**config.mk**
```make
export PLATFORM = sky130hd
export DESIGN_NAME = rh_cmd_seq_flat
export DESIGN_NICKNAME = d
export VERILOG_FILES = /design/src/rtl/rh_cmd_seq_if.sv /design/src/rtl/rh_cmd_seq.sv /design/src/flat_wrapper.sv
export SDC_FILE = /design/constraint.sdc
export NUM_CORES = 1
export LEC_CHECK = 0
export CORE_UTILIZATION = 52
export CTS_CLUSTER_SIZE = 12
export DETAILED_ROUTE_END_ITERATION = 10
export HOLD_SLACK_MARGIN = 0.02
export PLACE_DENSITY = 0.89
export SYNTH_ARGS = -nofsm -noshare
export SYNTH_HDL_FRONTEND = slang
export SYNTH_SLANG_ARGS = --single-unit
```
**constraint.sdc**
```tcl
create_clock -name clk -period 3.77 [get_ports clk]
set_clock_uncertainty 0.1 [all_clocks]
set_input_delay 0.5655 -clock clk [delete_from_list [all_inputs] [get_ports clk]]
set_output_delay 0.5655 -clock clk [all_outputs]
set_load 0.02 [all_outputs]
```
**src/rtl/rh_cmd_seq_if.sv**
```systemverilog
// RH11 command-sequencer bus: register-file, drive and DMA signals seen by rh_cmd_seq.
// The master side drives GO, function and status inputs; the slave side is the sequencer.
interface rh_cmd_seq_if;
  logic       devRESET;
  logic       rhCLR;
  logic       rhGO;
  logic [4:0] rhFUN;
  logic [2:0] rhUNIT;
  logic [15:0] rhWC;
  logic [7:0] drvPRESENT;
  logic [7:0] drvDRY;
  logic [7:0] drvERR;
  logic       dmaACK;
  logic       dmaERR;
  logic [7:0] drvGO;
  logic       dmaREQ;
  logic       rhWCINC;
  logic       rhCLRGO;
  logic       rhSETNED;
  logic       rhSETPGE;
  logic       rhDONE;
  logic       rhBUSY;

  modport master (
    output devRESET, rhCLR, rhGO, rhFUN, rhUNIT, rhWC,
    output drvPRESENT, drvDRY, drvERR, dmaACK, dmaERR,
    input  drvGO, dmaREQ, rhWCINC, rhCLRGO, rhSETNED, rhSETPGE, rhDONE, rhBUSY
  );

  modport slave (
    input  devRESET, rhCLR, rhGO, rhFUN, rhUNIT, rhWC,
    input  drvPRESENT, drvDRY, drvERR, dmaACK, dmaERR,
    output drvGO, dmaREQ, rhWCINC, rhCLRGO, rhSETNED, rhSETPGE, rhDONE, rhBUSY
  );
endinterface

```
**src/rtl/rh_cmd_seq.sv**
```systemverilog
// RH11 command sequencer: latches a GO command, selects the Massbus drive, issues the
// drive strobe and runs the word-count/DMA handshake for data-transfer functions.
module rh_cmd_seq #(
  parameter int unsigned NED_TIMEOUT  = 15,
  parameter logic [4:0]  XFER_FUN_MIN = 5'o24
) (
  input  logic        clk,
  input  logic        rst,
  rh_cmd_seq_if.slave bus
);

  localparam logic [7:0] NED_LAST = 8'(NED_TIMEOUT - 1);

  typedef enum logic [2:0] {
    S_IDLE    = 3'd0,
    S_SELECT  = 3'd1,
    S_NEDWAIT = 3'd2,
    S_ISSUE   = 3'd3,
    S_XFER    = 3'd4,
    S_FINISH  = 3'd5
  } state_t;

  state_t      r_state, w_state;
  logic [4:0]  r_fun, w_fun;
  logic [2:0]  r_unit, w_unit;
  logic [15:0] r_wc, w_wc;
  logic [7:0]  r_cnt, w_cnt;
  logic [7:0]  r_drv_go, w_drv_go;
  logic        r_dma_req, w_dma_req;
  logic        r_wc_inc, w_wc_inc;
  logic        r_clr_go, w_clr_go;
  logic        r_set_ned, w_set_ned;
  logic        r_set_pge, w_set_pge;
  logic        r_done, w_done;
  logic        r_busy, w_busy;
  logic        w_srst;
  logic        w_present;
  logic        w_ready;
  logic        w_drv_err;

  assign w_srst    = bus.devRESET | bus.rhCLR;
  assign w_present = bus.drvPRESENT[r_unit];
  assign w_ready   = bus.drvDRY[r_unit];
  assign w_drv_err = bus.drvERR[r_unit];

  assign bus.drvGO    = r_drv_go;
  assign bus.dmaREQ   = r_dma_req;
  assign bus.rhWCINC  = r_wc_inc;
  assign bus.rhCLRGO  = r_clr_go;
  assign bus.rhSETNED = r_set_ned;
  assign bus.rhSETPGE = r_set_pge;
  assign bus.rhDONE   = r_done;
  assign bus.rhBUSY   = r_busy;

  // Next-state, latched-field and next-output logic; clear/device reset wins over everything.
  always_comb begin
    w_state   = r_state;
    w_fun     = r_fun;
    w_unit    = r_unit;
    w_wc      = r_wc;
    w_cnt     = r_cnt;
    w_drv_go  = 8'h00;
    w_wc_inc  = 1'b0;
    w_clr_go  = 1'b0;
    w_set_ned = 1'b0;
    w_set_pge = 1'b0;
    w_done    = 1'b0;
    if (w_srst) begin
      w_state = S_IDLE;
      w_cnt   = 8'd0;
    end else begin
      case (r_state)
        S_IDLE: begin
          if (bus.rhGO) begin
            w_fun    = bus.rhFUN;
            w_unit   = bus.rhUNIT;
            w_wc     = bus.rhWC;
            w_clr_go = 1'b1;
            w_state  = S_SELECT;
          end else begin
            w_state = S_IDLE;
          end
        end
        S_SELECT: begin
          if (w_present) begin
            w_state = S_ISSUE;
          end else begin
            w_state = S_NEDWAIT;
            w_cnt   = 8'd0;
          end
        end
        S_NEDWAIT: begin
          // A drive that shows up late still gets its command.
          if (w_present) begin
            w_state = S_ISSUE;
          end else if (r_cnt == NED_LAST) begin
            w_set_ned = 1'b1;
            w_state   = S_FINISH;
          end else begin
            w_cnt = r_cnt + 8'd1;
          end
        end
        S_ISSUE: begin
          if (w_ready) begin
            w_drv_go = 8'd1 << r_unit;
            w_state  = (r_fun < XFER_FUN_MIN) ? S_FINISH : S_XFER;
          end else begin
            w_state = S_ISSUE;
          end
        end
        S_XFER: begin
          if (bus.dmaACK) begin
            w_wc     = r_wc + 16'd1;
            w_wc_inc = 1'b1;
          end else begin
            w_wc_inc = 1'b0;
          end
          // The word that completes alongside an error is still counted above.
          if ((bus.dmaACK && (r_wc == 16'hFFFF)) || bus.dmaERR || w_drv_err) begin
            w_state = S_FINISH;
          end else begin
            w_state = S_XFER;
          end
        end
        S_FINISH: begin
          w_done  = 1'b1;
          w_state = S_IDLE;
        end
        default: begin
          w_state = S_IDLE;
        end
      endcase
      if (bus.rhGO && (r_state != S_IDLE)) begin
        w_set_pge = 1'b1;
      end else begin
        w_set_pge = 1'b0;
      end
    end
    w_busy    = (w_state != S_IDLE);
    w_dma_req = (w_state == S_XFER);
  end

  // State, latched command fields and registered outputs.
  always_ff @(posedge clk or negedge rst) begin
    if (!rst) begin
      r_state   <= S_IDLE;
      r_fun     <= 5'd0;
      r_unit    <= 3'd0;
      r_wc      <= 16'd0;
      r_cnt     <= 8'd0;
      r_drv_go  <= 8'h00;
      r_dma_req <= 1'b0;
      r_wc_inc  <= 1'b0;
      r_clr_go  <= 1'b0;
      r_set_ned <= 1'b0;
      r_set_pge <= 1'b0;
      r_done    <= 1'b0;
      r_busy    <= 1'b0;
    end else begin
      r_state   <= w_state;
      r_fun     <= w_fun;
      r_unit    <= w_unit;
      r_wc      <= w_wc;
      r_cnt     <= w_cnt;
      r_drv_go  <= w_drv_go;
      r_dma_req <= w_dma_req;
      r_wc_inc  <= w_wc_inc;
      r_clr_go  <= w_clr_go;
      r_set_ned <= w_set_ned;
      r_set_pge <= w_set_pge;
      r_done    <= w_done;
      r_busy    <= w_busy;
    end
  end

endmodule

```
**src/flat_wrapper.sv**
```systemverilog
// flat-port wrapper written by rule: the top's interface ports become plain ports
module rh_cmd_seq_flat 
#(
  parameter int unsigned NED_TIMEOUT  = 15,
  parameter logic [4:0]  XFER_FUN_MIN = 5'o24
)
  (clk, rst, bus_devRESET, bus_rhCLR, bus_rhGO, bus_rhFUN, bus_rhUNIT, bus_rhWC, bus_drvPRESENT, bus_drvDRY, bus_drvERR, bus_dmaACK, bus_dmaERR, bus_drvGO, bus_dmaREQ, bus_rhWCINC, bus_rhCLRGO, bus_rhSETNED, bus_rhSETPGE, bus_rhDONE, bus_rhBUSY);
  rh_cmd_seq_if bus_i ();
  input  logic clk;
  input  logic rst;
  input wire logic [$bits(bus_i.devRESET)-1:0] bus_devRESET;
  input wire logic [$bits(bus_i.rhCLR)-1:0] bus_rhCLR;
  input wire logic [$bits(bus_i.rhGO)-1:0] bus_rhGO;
  input wire logic [$bits(bus_i.rhFUN)-1:0] bus_rhFUN;
  input wire logic [$bits(bus_i.rhUNIT)-1:0] bus_rhUNIT;
  input wire logic [$bits(bus_i.rhWC)-1:0] bus_rhWC;
  input wire logic [$bits(bus_i.drvPRESENT)-1:0] bus_drvPRESENT;
  input wire logic [$bits(bus_i.drvDRY)-1:0] bus_drvDRY;
  input wire logic [$bits(bus_i.drvERR)-1:0] bus_drvERR;
  input wire logic [$bits(bus_i.dmaACK)-1:0] bus_dmaACK;
  input wire logic [$bits(bus_i.dmaERR)-1:0] bus_dmaERR;
  output wire logic [$bits(bus_i.drvGO)-1:0] bus_drvGO;
  output wire logic [$bits(bus_i.dmaREQ)-1:0] bus_dmaREQ;
  output wire logic [$bits(bus_i.rhWCINC)-1:0] bus_rhWCINC;
  output wire logic [$bits(bus_i.rhCLRGO)-1:0] bus_rhCLRGO;
  output wire logic [$bits(bus_i.rhSETNED)-1:0] bus_rhSETNED;
  output wire logic [$bits(bus_i.rhSETPGE)-1:0] bus_rhSETPGE;
  output wire logic [$bits(bus_i.rhDONE)-1:0] bus_rhDONE;
  output wire logic [$bits(bus_i.rhBUSY)-1:0] bus_rhBUSY;
  assign bus_i.devRESET = bus_devRESET;
  assign bus_i.rhCLR = bus_rhCLR;
  assign bus_i.rhGO = bus_rhGO;
  assign bus_i.rhFUN = bus_rhFUN;
  assign bus_i.rhUNIT = bus_rhUNIT;
  assign bus_i.rhWC = bus_rhWC;
  assign bus_i.drvPRESENT = bus_drvPRESENT;
  assign bus_i.drvDRY = bus_drvDRY;
  assign bus_i.drvERR = bus_drvERR;
  assign bus_i.dmaACK = bus_dmaACK;
  assign bus_i.dmaERR = bus_dmaERR;
  assign bus_drvGO = bus_i.drvGO;
  assign bus_dmaREQ = bus_i.dmaREQ;
  assign bus_rhWCINC = bus_i.rhWCINC;
  assign bus_rhCLRGO = bus_i.rhCLRGO;
  assign bus_rhSETNED = bus_i.rhSETNED;
  assign bus_rhSETPGE = bus_i.rhSETPGE;
  assign bus_rhDONE = bus_i.rhDONE;
  assign bus_rhBUSY = bus_i.rhBUSY;
  rh_cmd_seq #(.NED_TIMEOUT(NED_TIMEOUT), .XFER_FUN_MIN(XFER_FUN_MIN)) u_core (.clk(clk), .rst(rst), .bus(bus_i));
endmodule
```
### Word level (Yosys, flattened, before mapping)

Cells that the tools add are included.

| word-level totals | value |
|---|---|
| register bits after elaboration | 50 |
| bits in latches | 0 |
| RAM bits | 0 |
| ROM bits | 0 |
| bits of input ports | 55 |
| logic and storage cells | 85 |
| memories kept | 0 |

| cells by class | value |
|---|---|
| add/subtract/negate cells | 2 |
| multiply operators | 0 |
| divide/modulo/power cells | 0 |
| $lt $le $gt $ge | 2 |
| equal/unequal tests | 13 |
| shift operators | 1 |
| mux-type cells | 40 |
| bitwise logic cells | 2 |
| reduce and logical (&&, ||, !) cells | 12 |

Operators by type and width:

| kind | number |
|---|---|
| 8-bit two-way mux | 7 |
| 16-bit two-way mux | 2 |
| 16-bit one-hot mux with 2 select lines | 1 |
| 1-bit two-way mux | 21 |
| 16-bit by 1-bit adder with 16-bit output (second input constant) | 1 |
| 16-bit == test (second input constant) | 1 |
| 8-bit one-hot mux with 2 select lines | 1 |
| 3-bit one-hot mux with 5 select lines | 1 |
| 3-bit two-way mux | 4 |
| 1-bit binary-select mux with 3-bit select | 3 |
| 3-bit == test (second input constant) | 3 |
| 3-bit by 2-bit != test with 1-bit output (second input constant) | 3 |
| 3-bit nonzero test | 3 |
| 8-bit by 1-bit adder with 8-bit output (second input constant) | 1 |
| 8-bit by 4-bit == test with 1-bit output (second input constant) | 1 |
| 4-bit AND reduction | 2 |
| 1-bit by 3-bit << shifter with 8-bit output (first input constant) | 1 |
| 3-bit by 2-bit == test with 1-bit output (second input constant) | 2 |
| 5-bit < comparator (second input constant) | 1 |
| 3-bit by 4-bit < comparator with 1-bit output (second input constant) | 1 |
| 2-bit != test (second input constant) | 2 |
| 3-bit by 1-bit == test with 1-bit output (second input constant) | 1 |
| 3-bit zero test | 1 |
| 3-bit AND reduction | 1 |
| other kinds (5) | 7 |

### Depth between registers and ports, before layout

Gate-level depths: netlist (run 1).

| depth | value |
|---|---|
| word-level depth | 8 |
| mapped depth | 8 |

### Least setup slack after synthesis (run 1)

No wires, ideal clock.

| timing path | value |
|---|---|
| path type | input -> register |
| from | input bus_drvDRY[0] |
| to | register u_core.r_busy, in the netlist u_core.bus.rhBUSY |
| setup time | 0.132 ns |
| arrival time | 1.777 ns |
| required time | 3.538 ns |
| slack | 1.762 ns |
| cell stages on the path | 6 |
| buffers on the path | 0 |
| cell sequence | mux2_4 or3_1 nand3_2 o21a_1 a21o_2 or3b_1 |

| on the way | value |
|---|---|
| longest elaborated chain between the ends | 6 |

Ends and longest elaborated chain:

| what | line | source |
|---|---|---|
| start: declaration | flat_wrapper.sv:18 | `input wire logic [$bits(bus_i.drvDRY)-1:0] bus_drvDRY;` |
| 1-bit binary-select mux with 3-bit select | rh_cmd_seq.sv:43 | `assign w_ready = bus.drvDRY[r_unit];` |
| 1-bit two-way mux (not written as such) | rh_cmd_seq.sv:43 |  |
| 3-bit two-way mux | rh_cmd_seq.sv:104 | `if (w_ready) begin` |
| 3-bit one-hot mux with 5 select lines | rh_cmd_seq.sv:72 | `case (r_state)` |
| 3-bit two-way mux | rh_cmd_seq.sv:68 | `if (w_srst) begin` |
| 3-bit nonzero test | rh_cmd_seq.sv:139 | `w_busy = (w_state != S_IDLE);` |
| via u_core.w_busy | rh_cmd_seq.sv:35 | `logic r_busy, w_busy;` |
| end signal: assignment | rh_cmd_seq.sv:172 | `r_busy <= w_busy;` |
| end: declaration | rh_cmd_seq.sv:35 |  |

The timed path passes the listed nets, and every way through them passes these cells. The select of a mux whose other input is x is not followed.
A chain may end at the register's enable or synchronous reset.

### Worst setup path in the final report (run 1)

| timing path | value |
|---|---|
| from | register u_core.r_unit[1] |
| to | register u_core.r_busy, in the netlist u_core.bus.rhBUSY |

| on the way | value |
|---|---|
| longest elaborated chain between the ends | 7 |

Ends and longest elaborated chain:

| what | line | source |
|---|---|---|
| start: declaration | rh_cmd_seq.sv:25 | `logic [2:0] r_unit, w_unit;` |
| start signal: assignment | rh_cmd_seq.sv:162 | `r_unit <= w_unit;` |
| 1-bit binary-select mux with 3-bit select | rh_cmd_seq.sv:44 | `assign w_drv_err = bus.drvERR[r_unit];` |
| 1-bit two-way mux (not written as such) | rh_cmd_seq.sv:44 |  |
| 1-bit logical OR | rh_cmd_seq.sv:119 | `if ((bus.dmaACK && (r_wc == 16'hFFFF)) \|\| bus.dmaERR \|\| w_drv_err) begin` |
| 1-bit two-way mux | rh_cmd_seq.sv:119 |  |
| 3-bit one-hot mux with 5 select lines (*) | rh_cmd_seq.sv:72 |  |
| 3-bit two-way mux (*) | rh_cmd_seq.sv:68 |  |
| 3-bit nonzero test (*) | rh_cmd_seq.sv:139 |  |
| via u_core.w_busy | rh_cmd_seq.sv:35 |  |

The timed path passes the listed nets; every way through them passes the cells marked *. The select of a mux whose other input is x is not followed.

==> results of run 1 <==
[cell usage after synthesis (2+ instances only)]
cell,instances,share of area
a31oi_1,3,0.0071
o21ai_0,22,0.042
or3_1,2,0.0047
nor2_1,30,0.043
and3_1,7,0.017
ha_1,3,0.014
inv_1,7,0.0099
and2_1,4,0.0095
dfrtp_1,48,0.45
o22ai_1,5,0.012
mux2_2,7,0.030
o2111ai_1,2,0.0066
clkbuf_1,12,0.017
nor2b_1,5,0.012
and4_1,2,0.0066
nand3_1,22,0.042
a21oi_1,28,0.053
o31ai_1,3,0.0085
nand2b_1,3,0.0071
a21o_1,2,0.0057
nor3_1,8,0.015
buf_2,2,0.0038
nand2_1,29,0.041
mux2i_1,11,0.042
a22oi_1,3,0.0085
nand4_1,4,0.0095
[how the worst min path moves through the flow]
stage                               start                  end  slack (ns)  cells past startpoint
after global routing      u_core.r_fun[3]      u_core.r_fun[3]        0.42                      1
after floorplan                       rst    u_core.bus.dmaREQ        0.17                      0
after global placement    u_core.r_cnt[7]      u_core.r_cnt[7]        0.37                      1
final                                 rst     u_core.r_unit[1]        0.34                      1
after detailed placement  u_core.r_cnt[7]      u_core.r_cnt[7]        0.37                      1
after CTS                             rst  u_core.bus.drvGO[3]        0.37                      1
[cells by family after synthesis]
logic type,count (synthesis),share of synthesized area
compound gates,79,0.181
fa+ha+maj,3,0.0142
mux,19,0.0771
flops,48,0.454
xor+xnor,1,0.00331
simple gates,123,0.233
buf+inv,23,0.0378
[power by group through the flow]
stage	sequential (mW)	clock (mW)	combinational (mW)
2_1_floorplan	0.609	0	0.200
3_3_place_gp	0.644	0	0.251
3_5_place_dp	0.650	0	0.262
4_1_cts	0.641	0.386	0.264
5_1_grt	0.654	0.402	0.290
6_report	0.644	0.379	0.264
[metal layers]
layer	vias up	GRT usage
met5	-	0
met4	0	0.0940
met3	22	0.0412
met2	93	0.436
met1	1220	0.311
li1	1185	-
[worst reg2reg max path, stage by stage (launching register included)]
cell and delay, ns:
dfrtp_1 0.85, mux2_4 0.37, or3_1 0.34, nand3_2 0.11, o21a_1 0.11, a21o_2 0.14, or3b_1 0.33
[cell type report]
class	count	area (µm²)
Clock buffer	5	68.8
Clock inverter	3	46.3
Fill cell	367	1370
Inverter	7	26.3
Multi-Input combinational cell	225	1340
Sequential cell	48	1200
Tap cell	67	83.8
Timing Repair Buffer	69	681
[flip-flops by register name, indices dropped and copies added (netlist names)]
register             count
u_core.bus.rhDONE        1
u_core.bus.rhWCINC       1
u_core.r_unit            3
u_core.bus.rhBUSY        1
u_core.bus.rhCLRGO       1
u_core.r_cnt             8
u_core.bus.rhSETPGE      1
u_core.r_wc             16
u_core.r_state           3
u_core.r_fun             3
u_core.bus.rhSETNED      1
u_core.bus.dmaREQ        1
u_core.bus.drvGO         8
[per-stage QoR]
stage	setup slack, ns	instance area [µm²]
floorplan	1.76	2650
global placement	1.30	3340
detailed placement	1.29	3340
CTS	1.32	3450
global route	1.16	3450
finish	1.30	3450
==> results_dict.tcl, run 1 <==
set metrics [dict create \
    outcome "finished, final reports clean" \
    fin_crit_ns 2.47 \
    required_ns 3.85 \
    endpoint_kind "register" \
    port_buffers 67 \
    die_area_um2 5380 \
    antenna_found_initial 0 \
    startpoint_type "register" \
    endpoint "u_core.bus.rhBUSY" \
    r2r_end "u_core.bus.rhBUSY" \
    max_freq_mhz 405 \
    worst-r2r-cell-count 6 \
    drv_slew 0 \
    yosysUniqueCellTypes 48 \
    wl_met1_um 2680 \
    max_stage_delay_ns 0.85 \
    total_power_mw 1.29 \
    dr_wl_met2_um 3180 \
    drt_iter0_drc 201 \
    r2r-start "u_core.r_unit[1]" \
    crit_arrival_ns 2.55 \
    synth.avg_cell_area_um2 8.94 \
    layout_commonest_cell "clkdlybuf4s50_1" \
    crit_fanout 18 \
    cp.depth 6 \
    clock_latency_ns 0.31 \
    hold_class "input port to asynchronous set/reset pin" \
    hold_viol_final 0 \
    cellPowerDensity_nw_per_um2 373 \
    num_antenna_cells 0 \
    die_w_um 73.3 \
    routed_via_density 5.94 \
    cts_resized 0 \
    slew_headroom 0.309 \
    syn-num-nets 354 \
    numCtsBuffers 5 \
    fin_nets 414 \
    coreArea_um2 4820 \
    ys_ff_latch 48 \
    setup.worst_path.class "register to register" \
    io_pins 70 \
    path_buf_inv 0 \
    wl_um 6290 \
    hold_buffers 0 \
    final_cell_mix "66 x clkdlybuf4s50_1, 48 x dfrtp_1, 30 x nor2_1" \
    die_h_um 73.3 \
    syn_to_final_growth_pct 30.5 \
    top_layer "met4" \
    grt_pass1_wl_um 10300 \
    cts_buffer_depth 2 \
    synth_sequential_area_ratio 0.454 \
    utilization 0.716 \
    place.detailed.hpwl_um 4530 \
    cp_cell_sequence "mux2_4 > or3_1 > nand3_2 > o21a_1 > a21o_2 > or3b_1" \
    switching_share 0.294 \
    sequentialPowerShare 0.500 \
    peakVddDrop_v 0.000308 \
    fin_crit_sh 0.654 \
    grt_usage 0.250 \
    cp_slowest_cell "dfrtp_1" \
    tns_ns 0 \
    first_global_vias 2333 \
    gp_congestion 0.917 \
    vias 2520 \
    synth_flop_cell "dfrtp_1" \
    p_int_uw 908 \
    p_sw_uw 379 \
    start_util 0.549 \
    hold_ws_ns 0.339 \
    setup-violations-final 0 \
    wl_met3_um 274 \
    path_clk_slew_ns 0.08 \
    drc 0 \
    syn_inst 296 \
    dr.pass1.iters 5 \
    rsz0062_at_grt "false" \
    rows 25 \
    critPathTopFamily "flip-flops" \
    dp.cells 416 \
    comb_power_share 0.205 \
    grt-ovfl-total 0 \
    p_leak_nw 1.44 \
    synth-edff-count 0 \
    max_cap_violations 0 \
    wl_per_cell_um 14.8 \
    crit_start "u_core.r_unit[1]" \
    cts_tree "yes" \
    yosys_warnings 0 \
    cts_root_buffer "clkbuf_8" \
    grt_start_max_net_pins 49 \
    post_cts_buffers 0 \
    drive_above_1_share 0.0728 \
    netlist_area_um2 2650 \
    tightest_slew_ns 1.04 \
    finalNonFillerCells 424 \
    antenna_left 0 \
    clock-sinks 48 \
    p_clk_frac 0.294 \
    htree_num_levels 2 \
    r2r_setup_slack_ns 1.30 \
    synthArstFlopShare 1.00 \
]
(Power assumes the default switching activity.)
==> inputs of run 2 (changes only) <==
Settings changed: CORE_UTILIZATION 52 to 49, PLACE_DENSITY 0.89 to 0.85.
Clock period 3.77 ns to 2.45 ns, I/O delays scaled along.
==> run 2 against run 1 <==
Net effect:
- global-route usage is 1.2 points lower
- total power up 46%
- worst setup slack got worse by 1.0 ns
- critical endpoint unchanged
- largest power group unchanged
- register-to-register slack worse by 1.0 ns
- flip-flop and latch count unchanged
- design area increased by 0.91%
==> results_dict.tcl, run 2 (synthesis results as in run 1) <==
set metrics [dict create \
    rsz0062_at_grt "false" \
    total_power_mw 1.88 \
    clock-sinks 48 \
    hold_buffers 0 \
    drt_iter0_drc 167 \
    final_cell_mix "66 x clkdlybuf4s50_1, 48 x dfrtp_1, 30 x nor2_1" \
    wl_per_cell_um 14.5 \
    globalRouteMet1Util 0.301 \
    drc 0 \
    grt_pass1_wl_um 10100 \
    use_met2 0.394 \
    cp_cell_sequence "ha_1 > nand3_1 > nor3_1 > nand4_1 > a31o_2 > o311ai_1 > or3b_1" \
    cp_slowest_cell "nor3_1" \
    grt-ovfl-total 0 \
    setup.worst_path.class "register to register" \
    setup-violations-final 0 \
    required_ns 2.59 \
    port_buffers 67 \
    slew_headroom 0.608 \
    cellPowerDensity_nw_per_um2 540 \
    largest_reg_flops 16 \
    crit_fanout 6 \
    cts_tree "yes" \
    fin_nets 421 \
    place.detailed.hpwl_um 4720 \
    fin_crit_sh 0.897 \
    die_w_um 75.5 \
    hold_ws_ns 0.0422 \
    crit_arrival_ns 2.34 \
    design_area_um2 3480 \
    multi_input_area_um2 1340 \
    max_stage_delay_ns 0.48 \
    seqCellArea_um2 1200 \
    startpoint_type "register" \
    start_util 0.515 \
    grt_util_met3 0.0529 \
    grt-busiest-layer "met2" \
    die_h_um 75.5 \
    path_clk_slew_ns 0.08 \
    antenna_left 0 \
    tightest_slew_ns 0.589 \
    max_cap_violations 0 \
    p_leak_nw 1.47 \
    wl_um 6290 \
    htree_num_levels 2 \
    hold_class "input port to asynchronous set/reset pin" \
    utilization 0.677 \
    path_buf_inv 0 \
    io_pins 70 \
    drive_above_1_share 0.0852 \
    tns_ns 0 \
    critPathTopFamily "simple AND/OR/NAND/NOR gates" \
    outcome "finished, final reports clean" \
    grt_start_max_net_pins 49 \
    syn_to_final_growth_pct 31.6 \
    nFillCells 435 \
    post_cts_buffers 0 \
    dr.pass1.iters 4 \
    rows 26 \
    layout_commonest_cell "clkdlybuf4s50_1" \
    routed_via_density 5.62 \
    num_antenna_cells 0 \
    placed_area_um2 3390 \
    gp_congestion 0.842 \
    cts_buffer_depth 2 \
    antenna_found_initial 0 \
    vias 2439 \
    first_global_vias 2250 \
    cts_resized 0 \
    coreArea_um2 5140 \
    max_freq_mhz 455 \
    top_register "u_core.r_wc" \
    cts_root_buffer "clkbuf_8" \
    numCtsBuffers 5 \
    clock_latency_ns 0.30 \
    peakVddDrop_v 0.000363 \
    grt_usage 0.238 \
    drv_slew 0 \
    die_area_um2 5700 \
    hold_viol_final 0 \
    fin_crit_ns 2.20 \
    endpoint_kind "register" \
]
run 2: worst reg2reg max path: cells and delay by family, from the launching register on:
| family | cells | cell delay [ns] |
|---|---|---|
| compound gates | 2 | 0.41 |
| fa+ha+maj | 1 | 0.21 |
| flops | 1 | 0.40 |
| simple gates | 4 | 1.03 |
run 2: worst paths after layout:
check,slack [ns],from,end,cells after the start
min reg2reg,0.39,u_core.r_cnt[7],u_core.r_cnt[7],1
min in group clk,0.39,u_core.r_cnt[7],u_core.r_cnt[7],1
min,0.04,rst,u_core.bus.rhCLRGO,2
max,0.25,u_core.r_wc[0],u_core.bus.rhBUSY,7
max in group asynchronous,1.80,rst,u_core.bus.drvGO[0],2
max reg2reg,0.25,u_core.r_wc[0],u_core.bus.rhBUSY,7
run 2: layout make-up:
| class | instances | share of cell area |
|---|---|---|
| repair buffers | 76 | 0.211 |
| clock buffers | 8 | 0.0259 |
| flip-flops and latches | 48 | 0.345 |
| multi-input cells | 225 | 0.386 |
| well taps | 70 | 0.0252 |
| inverters | 7 | 0.00755 |
run 2: where the power goes:
group / leakage, nW / internal, mW / switching [mW]
registers: 0.612 / 0.872 / 0.102
clock network: 0.0455 / 0.230 / 0.250
logic: 0.811 / 0.224 / 0.200
total: 1.47 / 1.33 / 0.552
run 2: stage by stage:
stage                     setup WS, ns  cells
after floorplan                  0.477    296
after global placement           0.188    426
after detailed placement         0.159    426
after CTS                        0.294    434
after global routing            0.0922    434
final                            0.253    434
run 2: layer usage:
metal	part of all wire	wire length, µm
met5	0	0
met4	0.028	176
met3	0.033	208
met2	0.49	3090
met1	0.45	2810
==> inputs of run 3 (changes only) <==
Settings changed: CTS_CLUSTER_DIAMETER set to 60, CTS_CLUSTER_SIZE 12 to not set, SKIP_CTS_REPAIR_TIMING set to 1.
==> results of run 3 <==
Same layout as run 2: the final DEF is identical, and so are final timing and power.
